File: src/rtl/tape_in_conditioner.sv
// Cassette input conditioner: synchroniser, glitch filter, edge strobe, activity stretcher.
// Optional half-period meter built when TAPE_PERIOD_MEAS_EN is defined.
module tape_in_conditioner #(
  parameter int FILTER_CYCLES   = 48,
  parameter int ACT_HOLD_CYCLES = 2400000,
  parameter int CNT_W           = 16,
  parameter int SHORT_MAX       = 3744
) (
  input  logic             clk_sys,
  input  logic             reset,
  input  logic             tape_in_raw,
  output logic             tape_out,
  output logic             edge_stb,
  output logic             activity,
  output logic [CNT_W-1:0] period,
  output logic             period_vld,
  output logic             period_short
);

  localparam int FLT_W = $clog2(FILTER_CYCLES + 1);
  localparam int ACT_W = $clog2(ACT_HOLD_CYCLES + 1);
  localparam logic [FLT_W-1:0] FLT_LAST = FLT_W'(FILTER_CYCLES - 1);
  localparam logic [ACT_W-1:0] ACT_LOAD = ACT_W'(ACT_HOLD_CYCLES);

  logic             s1;
  logic             s2;
  logic [FLT_W-1:0] flt_cnt;
  logic [ACT_W-1:0] act_cnt;

  // Synchroniser and glitch filter: tape_out only follows s2 after a stable run.
  always_ff @(posedge clk_sys) begin
    if (reset) begin
      s1       <= 1'b0;
      s2       <= 1'b0;
      flt_cnt  <= '0;
      tape_out <= 1'b0;
      edge_stb <= 1'b0;
    end else begin
      s1       <= tape_in_raw;
      s2       <= s1;
      edge_stb <= 1'b0;
      if (s2 == tape_out) begin
        flt_cnt <= '0;
      end else if (flt_cnt == FLT_LAST) begin
        tape_out <= s2;
        edge_stb <= 1'b1;
        flt_cnt  <= '0;
      end else begin
        flt_cnt <= flt_cnt + 1'b1;
      end
    end
  end

  // Activity stretcher, retriggered by every filtered edge.
  always_ff @(posedge clk_sys) begin
    if (reset) begin
      act_cnt <= '0;
    end else if (edge_stb) begin
      act_cnt <= ACT_LOAD;
    end else if (act_cnt != '0) begin
      act_cnt <= act_cnt - 1'b1;
    end
  end

  assign activity = (act_cnt != '0);

`ifdef TAPE_PERIOD_MEAS_EN
  localparam logic [CNT_W-1:0] CNT_MAX   = '1;
  localparam logic [CNT_W-1:0] SHORT_LIM = CNT_W'(SHORT_MAX);

  logic [CNT_W-1:0] per_cnt;
  logic             ovf;
  logic             armed;

  // Half-period meter: an overflowed or unarmed interval only re-arms.
  always_ff @(posedge clk_sys) begin
    if (reset) begin
      per_cnt      <= '0;
      ovf          <= 1'b0;
      armed        <= 1'b0;
      period       <= '0;
      period_vld   <= 1'b0;
      period_short <= 1'b0;
    end else begin
      period_vld <= 1'b0;
      if (edge_stb) begin
        if (armed && !ovf) begin
          period       <= per_cnt;
          period_short <= (per_cnt < SHORT_LIM);
          period_vld   <= 1'b1;
        end
        per_cnt <= CNT_W'(1);
        ovf     <= 1'b0;
        armed   <= 1'b1;
      end else if (per_cnt != CNT_MAX) begin
        per_cnt <= per_cnt + 1'b1;
        if (per_cnt == CNT_MAX - 1'b1) ovf <= 1'b1;
      end
    end
  end
`else
  assign period       = '0;
  assign period_vld   = 1'b0;
  assign period_short = 1'b0;
`endif

endmodule
File: config.mk
export PLATFORM = sky130hd
export DESIGN_NAME = tape_in_conditioner
export DESIGN_NICKNAME = d
export VERILOG_FILES = /design/src/rtl/tape_in_conditioner.sv
export SDC_FILE = /design/constraint.sdc
export NUM_CORES = 1
export LEC_CHECK = 0
export BUFFER_PORTS_ARGS = -buffer_cell sky130_fd_sc_hd__buf_2
export CAP_MARGIN = 10
export CORE_ASPECT_RATIO = 1.2
export CORE_MARGIN = 2
export CORE_UTILIZATION = 39
export CTS_CLUSTER_DIAMETER = 60
export DETAILED_ROUTE_END_ITERATION = 12
export GPL_TIMING_DRIVEN = 1
export HOLD_SLACK_MARGIN = 0.02
export SYNTH_ARGS = -nofsm -noshare
export SYNTH_HDL_FRONTEND = slang
export SYNTH_SLANG_ARGS = --single-unit
File: constraint.sdc
create_clock -name clk_sys -period 3.5 [get_ports clk_sys]
set_input_delay 0.7 -clock clk_sys [delete_from_list [all_inputs] [get_ports clk_sys]]
set_output_delay 0.7 -clock clk_sys [all_outputs]
set_load 0.01 [all_outputs]
# After elaboration in Yosys (flattened, before gate mapping)
# Index checks and enable logic that the tools add are counted.
[word_totals] elab_cells=21 latchBits=0 ram_bits=0 n_memories=0 romBits=0 regBits=32
[op_classes] n_mul=0 div=0 reduce_logical=6 addsub=2 muxes=3 n_bitwise=1 shift=0 n_eq_ne=2 order_cmp=0
[op_table] op="two-way mux 22 bit" n=2
[op_table] op="nonzero test 22 bit" n=1
[op_table] op="subtractor 22 x 1 -> 22 bit, second input constant" n=1
[op_table] op="adder 6 x 1 -> 6 bit, second input constant" n=1
[op_table] op="== test 6 bit, second input constant" n=1
[op_table] op="OR reduction 2 bit" n=2
[op_table] op="OR reduction 3 bit" n=1
[op_table] op="AND reduction 2 bit" n=1
[op_table] op="nonzero test 2 bit" n=1
[op_table] op="== test 1 bit" n=1
[op_table] op="two-way mux 1 bit" n=1
[op_table] op="NOT 1 bit" n=1

# Longest topological paths before layout
[depth] depth_word=3 depth_mapped=7

# Worst setup path before layout
# No wires, ideal clock.
[synth_path] path_type="reg2out" startpoint="register act_cnt[8]" endpoint="output port activity" stages_incl_launch_ff=6 t_arrival_ps=1502 path_slack_ps=1298 t_required_ps=2800 path_buffers=2 cell_sequence="dfxtp_1 -> buf_6 -> nor4_1 -> and4_1 -> buf_2 -> nand2_1"
[synth_between] elab_chain_len=1
[synth_lines] element="from (decl)" line_no="28" rtl="logic [ACT_W-1:0] act_cnt;"
[synth_lines] element="from (signal assigned)" line_no="61" rtl="act_cnt <= act_cnt - 1'b1;"
[synth_lines] element="nonzero test 22 bit" line_no="65" rtl="assign activity = (act_cnt != '0);"
[synth_lines] element="to (decl)" line_no="14" rtl="output logic activity,"
# No other way between the ends.

# Worst setup path after layout
[layout_path] startpoint="register act_cnt[16]" endpoint="output port activity"
# The elaborated chain is that of the path after synthesis.

==> metrics <==
slew of the pin with the lowest slew margin=0.683 ns; number of vias in the routed layout=1420; Setup TNS Final=0 ns; DRC errors left=0; final hold violations=0; share of total power consumed by net switching=between 40 and 50%; unrepaired setup endpoints after global routing=no; total of endpoints with negative setup slack in the final report=0; IO buf count=5; Setup Skew=~0.0054 ns; count of clock tree sinks=32; synthesis-to-finish area growth=4.36%; pin count of the biggest net entering global routing=24; total die area=5050 um2; number of global-route vias before repair=1248; final hold slack=0.449 ns; first-pass iteration count of the detailed router=4; run status=completed; horizontal extent of the die=~65 um; final core utilization=a little over two fifths; CTS Hold Buffers Added=0; placed instance count=256; Peak supply drop=around 0.00049 V; CTS tree=built; Final Critical Period=between 2 and 3 ns; Flop pwr share=32.1%; drt initial violations=between 60 and 70; warnings from Yosys=0; Slew HR=53.8%; P_int=between 1 and 1.5 mW; period utilisation layout=between 80% and 90%; Async SR Flop Fraction=0%; Cell Rows=26; detailed-route vias per instance=5.38; antenna violations before repair=0; Seq. cell area=641 um2; total area of multi-input combinational cells=978 um2; leading register cell type out of synthesis=dfxtp_1; number of nets with antenna violations after routing=0; number of maximum-capacitance violations=0; net load switching power=approximately 850 uW; combinational cell fraction of total power=53.1%; clock edge transition at the registers on the reported setup and hold paths=0.07 ns; maximum fanout along the worst path=22; non-filler cells, final=~260; power density over cell area=just over 1000 nW/um2; post-CTS setup buffers=0; distinct cell type count of the synthesized netlist=43; Post-synth EDFFs=0; total CTS buffers=5; Leakage=a little over 0.7 nW; H-tree depth reported by CTS=2; category of the most critical setup path=reg2out; routed wirelength normalized by instance count=roughly 14 um; highest attainable clock frequency=337 MHz; FILL cells=446; master cell of the clock root buffer=clkbuf_8; Post-Synthesis Mean Instance Area=between 8 and 9 um2; deepest clock path buffer count=2; half-perimeter wire length after placement=between 2 and 2.5 mm; later-pin clock latency in the skew report=roughly 0.28 ns; Diodes inserted=0; top-level I/O count=24; type of element capturing the critical path=primary output; starting utilization of the core area=40.8%; element type at the critical path start=flop; path class of the lowest-slack min-delay path=reg2reg; total congestion overflow after global routing=0; GRT Util Overall=15.1%; Floorplan Core Area=between 4000 and 5000 um2; instance count of the mapped netlist=204; number of register bits inferred by synthesis=32; sequential element share of the synthesized area=36.6%; y dimension of the die=77.4 um; PostCTS Resize Cnt=0; GPL Wtd Cong=0.790; Final Slew Violations=0; data arrival at the endpoint of the critical path=about 2.3 ns; combined area of all synthesized cells=1750 um2; nets=213; data required time of the worst path=2.80 ns; share of post-route cells with drive strength above 1=9.62%; total wire length=3.58 mm; clock share of power=14.8%; first-pass GRT wire length=around 5.9 mm
-- worst max-delay path, stage by stage (launching register included) --
cell and delay [ns]:
dfxtp_1 0.34, nor3_1 0.52, and4_1 0.75, nand2_1 0.18
buf_2 0.19
-- layout make-up --
class                           instances  area share, %
Inverter                                5           1.03
Clock buffer                            5           3.76
Sequential cell                        32           35.0
Timing Repair Buffer                    6           1.78
Clock inverter                          3           1.03
Multi-Input combinational cell        157           53.5
Tap cell                               56           3.83
-- layer usage --
layer | vias to the layer above | global-route usage [%] | wire length, um
li1 | 720 | - | -
met1 | 664 | 19.9 | 1680
met2 | 30 | 23.3 | 1720
met3 | 6 | 4.78 | 125
met4 | 0 | 5.00 | 46
met5 | - | 0 | 0
-- final timing paths --
path | from | end | slack [ns] | cells past startpoint
worst max-delay path | act_cnt[16]$_SDFFE_PP0P_ | activity | 0.53 | 4
worst min-delay path | s1$_SDFF_PP0_ | s2$_SDFF_PP0_ | 0.45 | 1
worst max register to register | act_cnt[16]$_SDFFE_PP0P_ | act_cnt[8]$_SDFFE_PP0P_ | 0.93 | 4
worst min register to register | s1$_SDFF_PP0_ | s2$_SDFF_PP0_ | 0.45 | 1
-- cell usage after synthesis (4+ instances only) --
cell type / number / area share (%)
inv_1: 5 / 1.1
dfxtp_1: 32 / 37
clkbuf_1: 7 / 1.5
a31oi_1: 4 / 1.4
or3_1: 12 / 4.3
a21oi_1: 4 / 1.1
buf_4: 18 / 7.7
a211oi_1: 4 / 1.7
o21ai_0: 7 / 2.0
a2111oi_0: 4 / 2.0
nand3_1: 4 / 1.1
nand2_1: 18 / 3.9
nor3_1: 8 / 2.3
mux2i_1: 9 / 5.1
nor4_1: 5 / 1.8
and3_1: 4 / 1.4
nor2_1: 14 / 3.0
-- logic make-up after synthesis --
logic type / count (synthesis) / synth area share [%]
other cells: 1 / 0.214
mux: 9 / 5.14
simple gates: 89 / 28.7
fa+ha+maj: 3 / 2.14
xor+xnor: 5 / 2.50
flops: 32 / 36.6
buf+inv: 32 / 11.2
compound gates: 33 / 13.5
-- stage by stage --
stage | instance area [um2] | setup WS [ns] | power (mW)
global placement | 1740 | 1.03 | 1.58
detailed placement | 1740 | 0.921 | 1.59
floorplan | 1820 | 1.30 | 1.39
global route | 1830 | 0.363 | 2.05
CTS | 1830 | 0.608 | 1.87
finish | 1830 | 0.532 | 1.87
-- sequential cells by signal, summed over array words and instances (netlist names) --
register,count
act_cnt,22
flt_cnt,6
edge_stb,1
s1,1
s2,1
tape_out,1
-- placed cells by master (no fill, tap or decap), drive strengths merged, types with 2 or more instances in the layout --
master / instances
nand3: 4
nor2: 14
o21ai: 7
ha: 3
a2111o: 2
buf: 6
a211oi: 4
and4: 2
a211o: 3
clkbuf: 5
or2: 2
xor2: 2
xnor2: 3
a21oi: 4
mux2i: 9
nor3: 8
and3: 4
nor4b: 3
conb: 18
nor3b: 2
nand2: 18
nor4: 5
a2111oi: 4
a31oi: 4
inv: 5
nand4: 2
clkinv: 3
or3: 13
or4: 6
dfxtp: 32
nor2b: 3
-- power by group through the flow --
stage / Clock [mW] / Combinational [mW] / Sequential, mW
finish: 0.278 / 0.995 / 0.602
CTS: 0.288 / 0.986 / 0.599
floorplan: 0 / 0.824 / 0.570
global route: 0.311 / 1.11 / 0.622
global placement: 0 / 0.972 / 0.606
detailed placement: 0 / 0.980 / 0.607
(Power assumes the default switching activity.)
